<file path="src/rtl/decode_pkg.sv">
// Shared opcodes, control-vector type and stage state encodings for the
// PLC decode stage.
package decode_pkg;

  localparam logic [5:0] JMP     = 6'h10;
  localparam logic [5:0] IF0JUMP = 6'h11;
  localparam logic [5:0] IF1JUMP = 6'h12;
  localparam logic [5:0] CALL    = 6'h13;
  localparam logic [5:0] CAL0    = 6'h14;
  localparam logic [5:0] CAL1    = 6'h15;
  localparam logic [5:0] RET     = 6'h16;
  localparam logic [5:0] RET0    = 6'h17;
  localparam logic [5:0] RET1    = 6'h18;

  typedef struct packed {
    logic push;
    logic pop;
    logic jmp;
    logic cal;
    logic ret;
  } ctrl_t;

  localparam ctrl_t CTRL_NONE = 5'b00000;
  localparam ctrl_t CTRL_JMP  = 5'b00100;
  localparam ctrl_t CTRL_CAL  = 5'b10110;
  localparam ctrl_t CTRL_RET  = 5'b01001;

  // Call-stack depth change carried alongside the held instruction.
  typedef enum logic [1:0] {
    DELTA_NONE = 2'b00,
    DELTA_INC  = 2'b01,
    DELTA_DEC  = 2'b11
  } delta_t;

  typedef enum logic {
    ST_EMPTY = 1'b0,
    ST_HELD  = 1'b1
  } stage_state_t;

endpackage

</file>
<file path="src/rtl/decode_stage_if.sv">
// Fetch-side and decoded-side handshake bundle of the decode stage.
interface decode_stage_if #(
  parameter int PC_WIDTH          = 5,
  parameter int OPCODE_WIDTH      = 6,
  parameter int VALUE_WIDTH       = 8,
  parameter int INSTRUCTION_WIDTH = 40,
  parameter int FLAG_COUNT        = 4,
  parameter int STACK_DEPTH       = 8
);
  localparam int DEPTH_W = $clog2(STACK_DEPTH + 1);

  logic [INSTRUCTION_WIDTH-1:0] instr;
  logic                         in_valid;
  logic                         in_ready;
  logic [FLAG_COUNT-1:0]        flags;
  logic                         flush;

  logic                         out_valid;
  logic                         out_ready;
  logic [OPCODE_WIDTH-1:0]      op_code;
  logic [VALUE_WIDTH-1:0]       source1;
  logic [VALUE_WIDTH-1:0]       source2;
  logic [VALUE_WIDTH-1:0]       destination;
  logic [1:0]                   source1_choice;
  logic [1:0]                   source2_choice;
  logic [1:0]                   destination_choice;
  logic [PC_WIDTH-1:0]          jmp_addr;
  logic                         push;
  logic                         pop;
  logic                         jmp;
  logic                         cal;
  logic                         ret;
  logic [DEPTH_W-1:0]           depth;
  logic                         stack_err;

  modport slave (
    input  instr, in_valid, flags, flush, out_ready,
    output in_ready, out_valid, op_code, source1, source2, destination,
           source1_choice, source2_choice, destination_choice, jmp_addr,
           push, pop, jmp, cal, ret, depth, stack_err
  );

  modport master (
    output instr, in_valid, flags, flush, out_ready,
    input  in_ready, out_valid, op_code, source1, source2, destination,
           source1_choice, source2_choice, destination_choice, jmp_addr,
           push, pop, jmp, cal, ret, depth, stack_err
  );

endinterface

</file>
<file path="src/rtl/decode_stage_branch_resolve.sv">
// Resolves a decoded opcode against the selected flag and the current call
// depth into a control vector, a depth delta and a stack-error pulse.
module branch_resolve
  import decode_pkg::*;
#(
  parameter int OPCODE_WIDTH = 6,
  parameter int STACK_DEPTH  = 8,
  parameter int DEPTH_W      = $clog2(STACK_DEPTH + 1)
) (
  input  logic [OPCODE_WIDTH-1:0] op_code_i,
  input  logic                    f_i,
  input  logic [DEPTH_W-1:0]      depth_i,
  output ctrl_t                   ctrl_o,
  output delta_t                  delta_o,
  output logic                    err_o
);

  logic take_jmp;
  logic take_cal;
  logic take_ret;

  // *0 variants fire on a set flag, *1 variants on a clear flag.
  always_comb begin
    take_jmp = 1'b0;
    take_cal = 1'b0;
    take_ret = 1'b0;
    case (op_code_i)
      JMP:     take_jmp = 1'b1;
      IF0JUMP: take_jmp = f_i;
      IF1JUMP: take_jmp = !f_i;
      CALL:    take_cal = 1'b1;
      CAL0:    take_cal = f_i;
      CAL1:    take_cal = !f_i;
      RET:     take_ret = 1'b1;
      RET0:    take_ret = f_i;
      RET1:    take_ret = !f_i;
      default: ;
    endcase
  end

  always_comb begin
    ctrl_o  = CTRL_NONE;
    delta_o = DELTA_NONE;
    err_o   = 1'b0;
    if (take_jmp) begin
      ctrl_o = CTRL_JMP;
    end else if (take_cal) begin
      if (depth_i == DEPTH_W'(STACK_DEPTH)) begin
        err_o = 1'b1;
      end else begin
        ctrl_o  = CTRL_CAL;
        delta_o = DELTA_INC;
      end
    end else if (take_ret) begin
      if (depth_i == '0) begin
        err_o = 1'b1;
      end else begin
        ctrl_o  = CTRL_RET;
        delta_o = DELTA_DEC;
      end
    end
  end

endmodule

</file>
<file path="src/rtl/decode_stage.sv">
// Registered, handshaked instruction decode stage: field split, conditional
// branch resolution on a selectable flag, and guarded call-depth tracking.
//
// state    | meaning
// ST_EMPTY | no decoded instruction presented (out_valid = 0)
// ST_HELD  | decoded instruction presented, waiting for out_ready
module decode_stage
  import decode_pkg::*;
#(
  parameter int PC_WIDTH          = 5,
  parameter int OPCODE_WIDTH      = 6,
  parameter int VALUE_WIDTH       = 8,
  parameter int INSTRUCTION_WIDTH = 40,
  parameter int FLAG_COUNT        = 4,
  parameter int STACK_DEPTH       = 8
) (
  input  logic           clk,
  input  logic           rst,
  decode_stage_if.slave  bus
);

  localparam int DEPTH_W = $clog2(STACK_DEPTH + 1);

  stage_state_t            state_q, state_d;
  logic [OPCODE_WIDTH-1:0] op_q, op_d;
  logic [VALUE_WIDTH-1:0]  src1_q, src1_d;
  logic [VALUE_WIDTH-1:0]  src2_q, src2_d;
  logic [VALUE_WIDTH-1:0]  dst_q, dst_d;
  logic [1:0]              src1_ch_q, src1_ch_d;
  logic [1:0]              src2_ch_q, src2_ch_d;
  logic [1:0]              dst_ch_q, dst_ch_d;
  ctrl_t                   ctrl_q, ctrl_d;
  delta_t                  delta_q, delta_d;
  logic [DEPTH_W-1:0]      depth_q, depth_d;
  logic                    err_q, err_d;

  logic                    held;
  logic                    in_ready;
  logic                    accept;
  logic                    transfer;
  logic [1:0]              cond_sel;
  logic                    f;
  ctrl_t                   res_ctrl;
  delta_t                  res_delta;
  logic                    res_err;
  logic                    unused_instr_bits;

  assign held     = (state_q == ST_HELD);
  assign in_ready = !bus.flush && (!held || bus.out_ready);
  assign accept   = bus.in_valid && in_ready;
  assign transfer = held && bus.out_ready;
  assign cond_sel = bus.instr[INSTRUCTION_WIDTH-1 -: 2];
  assign unused_instr_bits = ^bus.instr[7:6];

  // Selector values past the last flag read as a constant 0.
  always_comb begin
    f = 1'b0;
    for (int i = 0; i < FLAG_COUNT; i++) begin
      if (int'(cond_sel) == i) f = bus.flags[i];
    end
  end

  branch_resolve #(
    .OPCODE_WIDTH (OPCODE_WIDTH),
    .STACK_DEPTH  (STACK_DEPTH),
    .DEPTH_W      (DEPTH_W)
  ) u_resolve (
    .op_code_i (bus.instr[32 +: OPCODE_WIDTH]),
    .f_i       (f),
    .depth_i   (depth_q),
    .ctrl_o    (res_ctrl),
    .delta_o   (res_delta),
    .err_o     (res_err)
  );

  function automatic logic [DEPTH_W-1:0] step_depth(
    input logic [DEPTH_W-1:0] d,
    input delta_t             delta,
    input logic               undo
  );
    logic [DEPTH_W-1:0] r;
    r = d;
    case (delta)
      DELTA_INC: r = undo ? d - DEPTH_W'(1) : d + DEPTH_W'(1);
      DELTA_DEC: r = undo ? d + DEPTH_W'(1) : d - DEPTH_W'(1);
      default:   r = d;
    endcase
    return r;
  endfunction

  always_comb begin
    state_d   = state_q;
    op_d      = op_q;
    src1_d    = src1_q;
    src2_d    = src2_q;
    dst_d     = dst_q;
    src1_ch_d = src1_ch_q;
    src2_ch_d = src2_ch_q;
    dst_ch_d  = dst_ch_q;
    ctrl_d    = ctrl_q;
    delta_d   = delta_q;
    depth_d   = depth_q;
    err_d     = err_q;

    if (bus.flush) begin
      state_d = ST_EMPTY;
      ctrl_d  = CTRL_NONE;
      delta_d = DELTA_NONE;
      // An instruction leaving this same cycle keeps its depth effect.
      if (held && !bus.out_ready) depth_d = step_depth(depth_q, delta_q, 1'b1);
    end else if (accept) begin
      state_d   = ST_HELD;
      op_d      = bus.instr[32 +: OPCODE_WIDTH];
      src1_d    = bus.instr[24 +: VALUE_WIDTH];
      src2_d    = bus.instr[16 +: VALUE_WIDTH];
      dst_d     = bus.instr[8 +: VALUE_WIDTH];
      src1_ch_d = bus.instr[5:4];
      src2_ch_d = bus.instr[3:2];
      dst_ch_d  = bus.instr[1:0];
      ctrl_d    = res_ctrl;
      delta_d   = res_delta;
      depth_d   = step_depth(depth_q, res_delta, 1'b0);
      err_d     = err_q | res_err;
    end else if (transfer) begin
      state_d = ST_EMPTY;
      ctrl_d  = CTRL_NONE;
      delta_d = DELTA_NONE;
    end
  end

  always_ff @(posedge clk) begin
    if (rst) begin
      state_q   <= ST_EMPTY;
      op_q      <= '0;
      src1_q    <= '0;
      src2_q    <= '0;
      dst_q     <= '0;
      src1_ch_q <= '0;
      src2_ch_q <= '0;
      dst_ch_q  <= '0;
      ctrl_q    <= CTRL_NONE;
      delta_q   <= DELTA_NONE;
      depth_q   <= '0;
      err_q     <= 1'b0;
    end else begin
      state_q   <= state_d;
      op_q      <= op_d;
      src1_q    <= src1_d;
      src2_q    <= src2_d;
      dst_q     <= dst_d;
      src1_ch_q <= src1_ch_d;
      src2_ch_q <= src2_ch_d;
      dst_ch_q  <= dst_ch_d;
      ctrl_q    <= ctrl_d;
      delta_q   <= delta_d;
      depth_q   <= depth_d;
      err_q     <= err_d;
    end
  end

  assign bus.in_ready           = in_ready;
  assign bus.out_valid          = held;
  assign bus.op_code            = op_q;
  assign bus.source1            = src1_q;
  assign bus.source2            = src2_q;
  assign bus.destination        = dst_q;
  assign bus.source1_choice     = src1_ch_q;
  assign bus.source2_choice     = src2_ch_q;
  assign bus.destination_choice = dst_ch_q;
  assign bus.jmp_addr           = src1_q[PC_WIDTH-1:0];
  assign bus.push               = ctrl_q.push;
  assign bus.pop                = ctrl_q.pop;
  assign bus.jmp                = ctrl_q.jmp;
  assign bus.cal                = ctrl_q.cal;
  assign bus.ret                = ctrl_q.ret;
  assign bus.depth              = depth_q;
  assign bus.stack_err          = err_q;

endmodule

</file>
<file path="src/flat_wrapper.sv">
// flat-port wrapper written by rule: the top's interface ports become plain ports
module decode_stage_flat import decode_pkg::*;
#(
  parameter int PC_WIDTH          = 5,
  parameter int OPCODE_WIDTH      = 6,
  parameter int VALUE_WIDTH       = 8,
  parameter int INSTRUCTION_WIDTH = 40,
  parameter int FLAG_COUNT        = 4,
  parameter int STACK_DEPTH       = 8
)
  (clk, rst, bus_instr, bus_in_valid, bus_flags, bus_flush, bus_out_ready, bus_in_ready, bus_out_valid, bus_op_code, bus_source1, bus_source2, bus_destination, bus_source1_choice, bus_source2_choice, bus_destination_choice, bus_jmp_addr, bus_push, bus_pop, bus_jmp, bus_cal, bus_ret, bus_depth, bus_stack_err);
  decode_stage_if #(.PC_WIDTH(PC_WIDTH), .OPCODE_WIDTH(OPCODE_WIDTH), .VALUE_WIDTH(VALUE_WIDTH), .INSTRUCTION_WIDTH(INSTRUCTION_WIDTH), .FLAG_COUNT(FLAG_COUNT), .STACK_DEPTH(STACK_DEPTH)) bus_i ();
  input  logic clk;
  input  logic rst;
  input wire logic [$bits(bus_i.instr)-1:0] bus_instr;
  input wire logic [$bits(bus_i.in_valid)-1:0] bus_in_valid;
  input wire logic [$bits(bus_i.flags)-1:0] bus_flags;
  input wire logic [$bits(bus_i.flush)-1:0] bus_flush;
  input wire logic [$bits(bus_i.out_ready)-1:0] bus_out_ready;
  output wire logic [$bits(bus_i.in_ready)-1:0] bus_in_ready;
  output wire logic [$bits(bus_i.out_valid)-1:0] bus_out_valid;
  output wire logic [$bits(bus_i.op_code)-1:0] bus_op_code;
  output wire logic [$bits(bus_i.source1)-1:0] bus_source1;
  output wire logic [$bits(bus_i.source2)-1:0] bus_source2;
  output wire logic [$bits(bus_i.destination)-1:0] bus_destination;
  output wire logic [$bits(bus_i.source1_choice)-1:0] bus_source1_choice;
  output wire logic [$bits(bus_i.source2_choice)-1:0] bus_source2_choice;
  output wire logic [$bits(bus_i.destination_choice)-1:0] bus_destination_choice;
  output wire logic [$bits(bus_i.jmp_addr)-1:0] bus_jmp_addr;
  output wire logic [$bits(bus_i.push)-1:0] bus_push;
  output wire logic [$bits(bus_i.pop)-1:0] bus_pop;
  output wire logic [$bits(bus_i.jmp)-1:0] bus_jmp;
  output wire logic [$bits(bus_i.cal)-1:0] bus_cal;
  output wire logic [$bits(bus_i.ret)-1:0] bus_ret;
  output wire logic [$bits(bus_i.depth)-1:0] bus_depth;
  output wire logic [$bits(bus_i.stack_err)-1:0] bus_stack_err;
  assign bus_i.instr = bus_instr;
  assign bus_i.in_valid = bus_in_valid;
  assign bus_i.flags = bus_flags;
  assign bus_i.flush = bus_flush;
  assign bus_i.out_ready = bus_out_ready;
  assign bus_in_ready = bus_i.in_ready;
  assign bus_out_valid = bus_i.out_valid;
  assign bus_op_code = bus_i.op_code;
  assign bus_source1 = bus_i.source1;
  assign bus_source2 = bus_i.source2;
  assign bus_destination = bus_i.destination;
  assign bus_source1_choice = bus_i.source1_choice;
  assign bus_source2_choice = bus_i.source2_choice;
  assign bus_destination_choice = bus_i.destination_choice;
  assign bus_jmp_addr = bus_i.jmp_addr;
  assign bus_push = bus_i.push;
  assign bus_pop = bus_i.pop;
  assign bus_jmp = bus_i.jmp;
  assign bus_cal = bus_i.cal;
  assign bus_ret = bus_i.ret;
  assign bus_depth = bus_i.depth;
  assign bus_stack_err = bus_i.stack_err;
  decode_stage #(.PC_WIDTH(PC_WIDTH), .OPCODE_WIDTH(OPCODE_WIDTH), .VALUE_WIDTH(VALUE_WIDTH), .INSTRUCTION_WIDTH(INSTRUCTION_WIDTH), .FLAG_COUNT(FLAG_COUNT), .STACK_DEPTH(STACK_DEPTH)) u_core (.clk(clk), .rst(rst), .bus(bus_i));
endmodule
</file>
<file path="config.mk">
export PLATFORM = sky130hd
export DESIGN_NAME = decode_stage_flat
export DESIGN_NICKNAME = d
export VERILOG_FILES = /design/src/rtl/decode_pkg.sv /design/src/rtl/decode_stage_if.sv /design/src/rtl/decode_stage_branch_resolve.sv /design/src/rtl/decode_stage.sv /design/src/flat_wrapper.sv
export SDC_FILE = /design/constraint.sdc
export NUM_CORES = 1
export LEC_CHECK = 0
export CAP_MARGIN = 30
export CORE_ASPECT_RATIO = 2
export CORE_MARGIN = 1.5
export CORE_UTILIZATION = 23
export CTS_BUF_LIST = sky130_fd_sc_hd__clkbuf_4
export DETAILED_ROUTE_END_ITERATION = 7
export GPL_ROUTABILITY_DRIVEN = 0
export PLACE_DENSITY = 0.63
export SETUP_SLACK_MARGIN = 0.15
export SLEW_MARGIN = 20
export SYNTH_ARGS = -nofsm -noshare
export SYNTH_HDL_FRONTEND = slang
export SYNTH_SLANG_ARGS = --single-unit
</file>
<file path="constraint.sdc">
create_clock -name clk -period 2.61 [get_ports clk]
set_clock_uncertainty 0.15 [all_clocks]
set_input_delay 0.522 -clock clk [delete_from_list [all_inputs] [get_ports clk]]
set_output_delay 0.522 -clock clk [all_outputs]
set_load 0.01 [all_outputs]
</file>
==> results_dict.tcl <==
set metrics [dict create \
    syn_area_per_cell_um2 8.123 \
    cp-end-kind "flip-flop" \
    yosysWarnings 0 \
    drt-wirelength-per-cell_um 13.91 \
    track_usage 0.1410 \
    netlist_area_um2 1982 \
    cts_buffers 5 \
    num_io_pins 102 \
    final_max_slew_viol_count 0 \
    fin_crit_ns 2.430 \
    mostFrequentLayoutCell "clkdlybuf4s50_1" \
    dieArea_um2 9217 \
    synth_seq_cells 46 \
    pre_cts_ws_ns -0.4894 \
    layout_common_cells "clkdlybuf4s50_1 (94), nand2_1 (77), dfxtp_1 (44)" \
    worstSetupPathType "in -> reg" \
    synth_top_family_by_area "simple AND/OR/NAND/NOR gates" \
    min-delay-start "u_core.bus.destination[3]" \
    power_switching_mw 0.3889 \
    drc 0 \
    die_x_um 68.64 \
    crit_start "bus_instr[39]" \
    clockRootBuffer "clkbuf_4" \
    placed_cells 440 \
    antenna_found_initial 1 \
    grt.overflow.total 0 \
    layout_setup_ws_ns 0.1796 \
    synth_fp_nets 295 \
    p_per_area_nw_per_um2 447.5 \
    ir_worst_vdd_mv 0.2739 \
    htree_levels 2 \
    yosys.area_share.simple 0.2506 \
    place_hpwl_mm 4.690 \
    status "finished clean" \
    fin_setup_tns_ns 0 \
    sw_frac_of_total 0.2606 \
    r2r_start "u_core.bus.depth[0]" \
    syn_inst 244 \
    synth.mux.area_fraction 0.02652 \
    leakage_nw 1.203 \
    crit_required_ns 2.78 \
    vias_per_cell 4.458 \
    finalHoldViolations 0 \
    rsz0062_at_grt "no" \
    synth-seq-area-share 0.4646 \
    synthAdderAreaFrac 0.01263 \
    grt_max_degree 29 \
    clock_latency_ns 0.36 \
    drv.max_cap_violation_count 0 \
    grt_pass1_wl_mm 9.735 \
    drtIter0Drc 72 \
    hold_class "reg -> reg" \
    slew_headroom 0.7630 \
    ctsHoldBuffers 0 \
    setup_viol 0 \
    cts_buffer_depth 2 \
    cts.sinks 46 \
    nNetsFinal 403 \
    final_cells 452 \
    std_cell_rows 47 \
    synth-compound-area-share 0.1780 \
    path_clk_slew_ns 0.14 \
    clock_power_share 0.302 \
    ant_nets 0 \
    start_kind "input pin" \
    die_height_um 134.3 \
    vias 2015 \
    core-area_um2 8292 \
    cts_tree "yes" \
    synth-xor-area-share 0.008838 \
    dr.pass1.iters 4 \
    max_freq_ghz 0.4115 \
    tightest_slew_ns 0.3548 \
    p_int_mw 1.103 \
    area.growth.synth_to_final_pct 68.25 \
    combPwrFrac 0.199 \
    drive_above_1_share 0.1473 \
    cp.arrival_ns 2.60 \
    num-fill-cells 839 \
    grt_pass1_vias 1984 \
    wl_mm 6.288 \
    seqPwrFrac 0.498 \
    fin_hold_ws_ns 0.3116 \
    critPathMaxFanout 4 \
    port_buffers 99 \
    layout_worst_path_cycle_share 0.9312 \
    synth_cell_types 36 \
    initial_core_util 0.2390 \
]
power by group through the flow:
| stage | clock network, mW | logic, mW | registers (mW) |
|---|---|---|---|
| finish | 0.451 | 0.297 | 0.744 |
| global route | 0.503 | 0.322 | 0.748 |
| CTS | 0.480 | 0.296 | 0.745 |
| detailed placement | 0 | 0.289 | 0.760 |
| global placement | 0 | 0.286 | 0.759 |
| floorplan | 0 | 0.0949 | 0.772 |
sequential cells by signal, indices dropped and copies added, names as in the netlist:
signal,flops
u_core.bus.op_code,6
u_core.bus.destination,8
u_core.bus.destination_choice,2
u_core.bus.push,1
u_core.bus.source1_choice,2
u_core.bus.out_valid,1
u_core.bus.depth,4
u_core.bus.source2,8
u_core.bus.source1,8
u_core.bus.stack_err,1
u_core.bus.pop,1
u_core.delta_q,1
u_core.bus.source2_choice,2
u_core.bus.jmp,1
synth_stat cells, drive strengths merged:
cell     number  share of area
a2111oi       1          0.014
inv           4         0.0076
xnor2         2         0.0088
a32oi         1         0.0082
a211o         1         0.0044
and3          3         0.0095
buf          10          0.032
nor2          7          0.013
mux4          1          0.011
mux2i         3          0.015
clkbuf       10          0.019
or2           1         0.0032
and3b         1         0.0044
nor3b         1         0.0038
o22ai         1         0.0063
a21oi        44           0.11
nor2b         3         0.0095
nand2        77           0.15
nand3         6          0.015
a311o         1         0.0051
nand3b        1         0.0038
dfxtp        46           0.46
and4bb        1         0.0063
or3b          2         0.0088
nor3          3         0.0076
ha            2          0.013
a31oi         1         0.0032
nand2b        3          0.013
o21ai         3         0.0076
a211oi        2          0.016
or3           2         0.0063
kinds of logic after synthesis:
family | count (synthesis)
muxes | 4
buffers and inverters | 24
AOI/OAI and AO/OA | 55
DFF | 46
adders and majority gates | 2
and+or+nand+nor | 111
xor gates and xnor gates | 2
layer usage:
metal  track usage  share of wire
met3       0.02601          0.040
met5             0              0
met2        0.2596           0.59
met4       0.06444          0.023
met1        0.1445           0.34
area by class of cell:
| cell class | count | area (µm²) | area share |
|---|---|---|---|
| clock buffers | 5 | 37.54 | 0.01126 |
| diodes | 1 | 2.502 | 0.0007505 |
| multi-input cells | 174 | 1013 | 0.3039 |
| clock inverters | 3 | 43.79 | 0.01313 |
| inverters | 4 | 15.01 | 0.004503 |
| repair buffers | 121 | 1174 | 0.3520 |
| flip-flops and latches | 46 | 925.9 | 0.2777 |
| well taps | 98 | 122.6 | 0.03677 |
worst max-delay path: stages:
cell and delay [ns]:
clkdlybuf4s50_1 0.47, mux4_2 0.35, buf_6 0.16, nand2b_4 0.16, a32oi_4 0.29, mux2i_1 0.14, or3_4 0.38, a21oi_2 0.11
path summary, 6_finish.rpt:
path                                                  end  slack [ns]  cells past startpoint
worst max register to register        u_core.bus.depth[3]        0.27                      8
worst min register to register  u_core.bus.destination[3]        0.31                      2
worst max-delay path                  u_core.bus.depth[3]        0.18                      8
worst min-delay path            u_core.bus.destination[3]        0.31                      2
per-stage QoR:
stage	instance area (µm²)	power, mW	util
floorplan	1982	0.8674	-
global placement	3154	1.046	0.3804
detailed placement	3154	1.049	0.3804
CTS	3288	1.522	0.3966
global route	3334	1.572	0.4021
finish	3334	1.492	0.4021
timing repair:
item	CTS	global route
endpoints found under the setup margin	4	4
pin swaps	9	7
setup buffers	3	0
gates resized for setup	13	10
(Power assumes the default switching activity.)
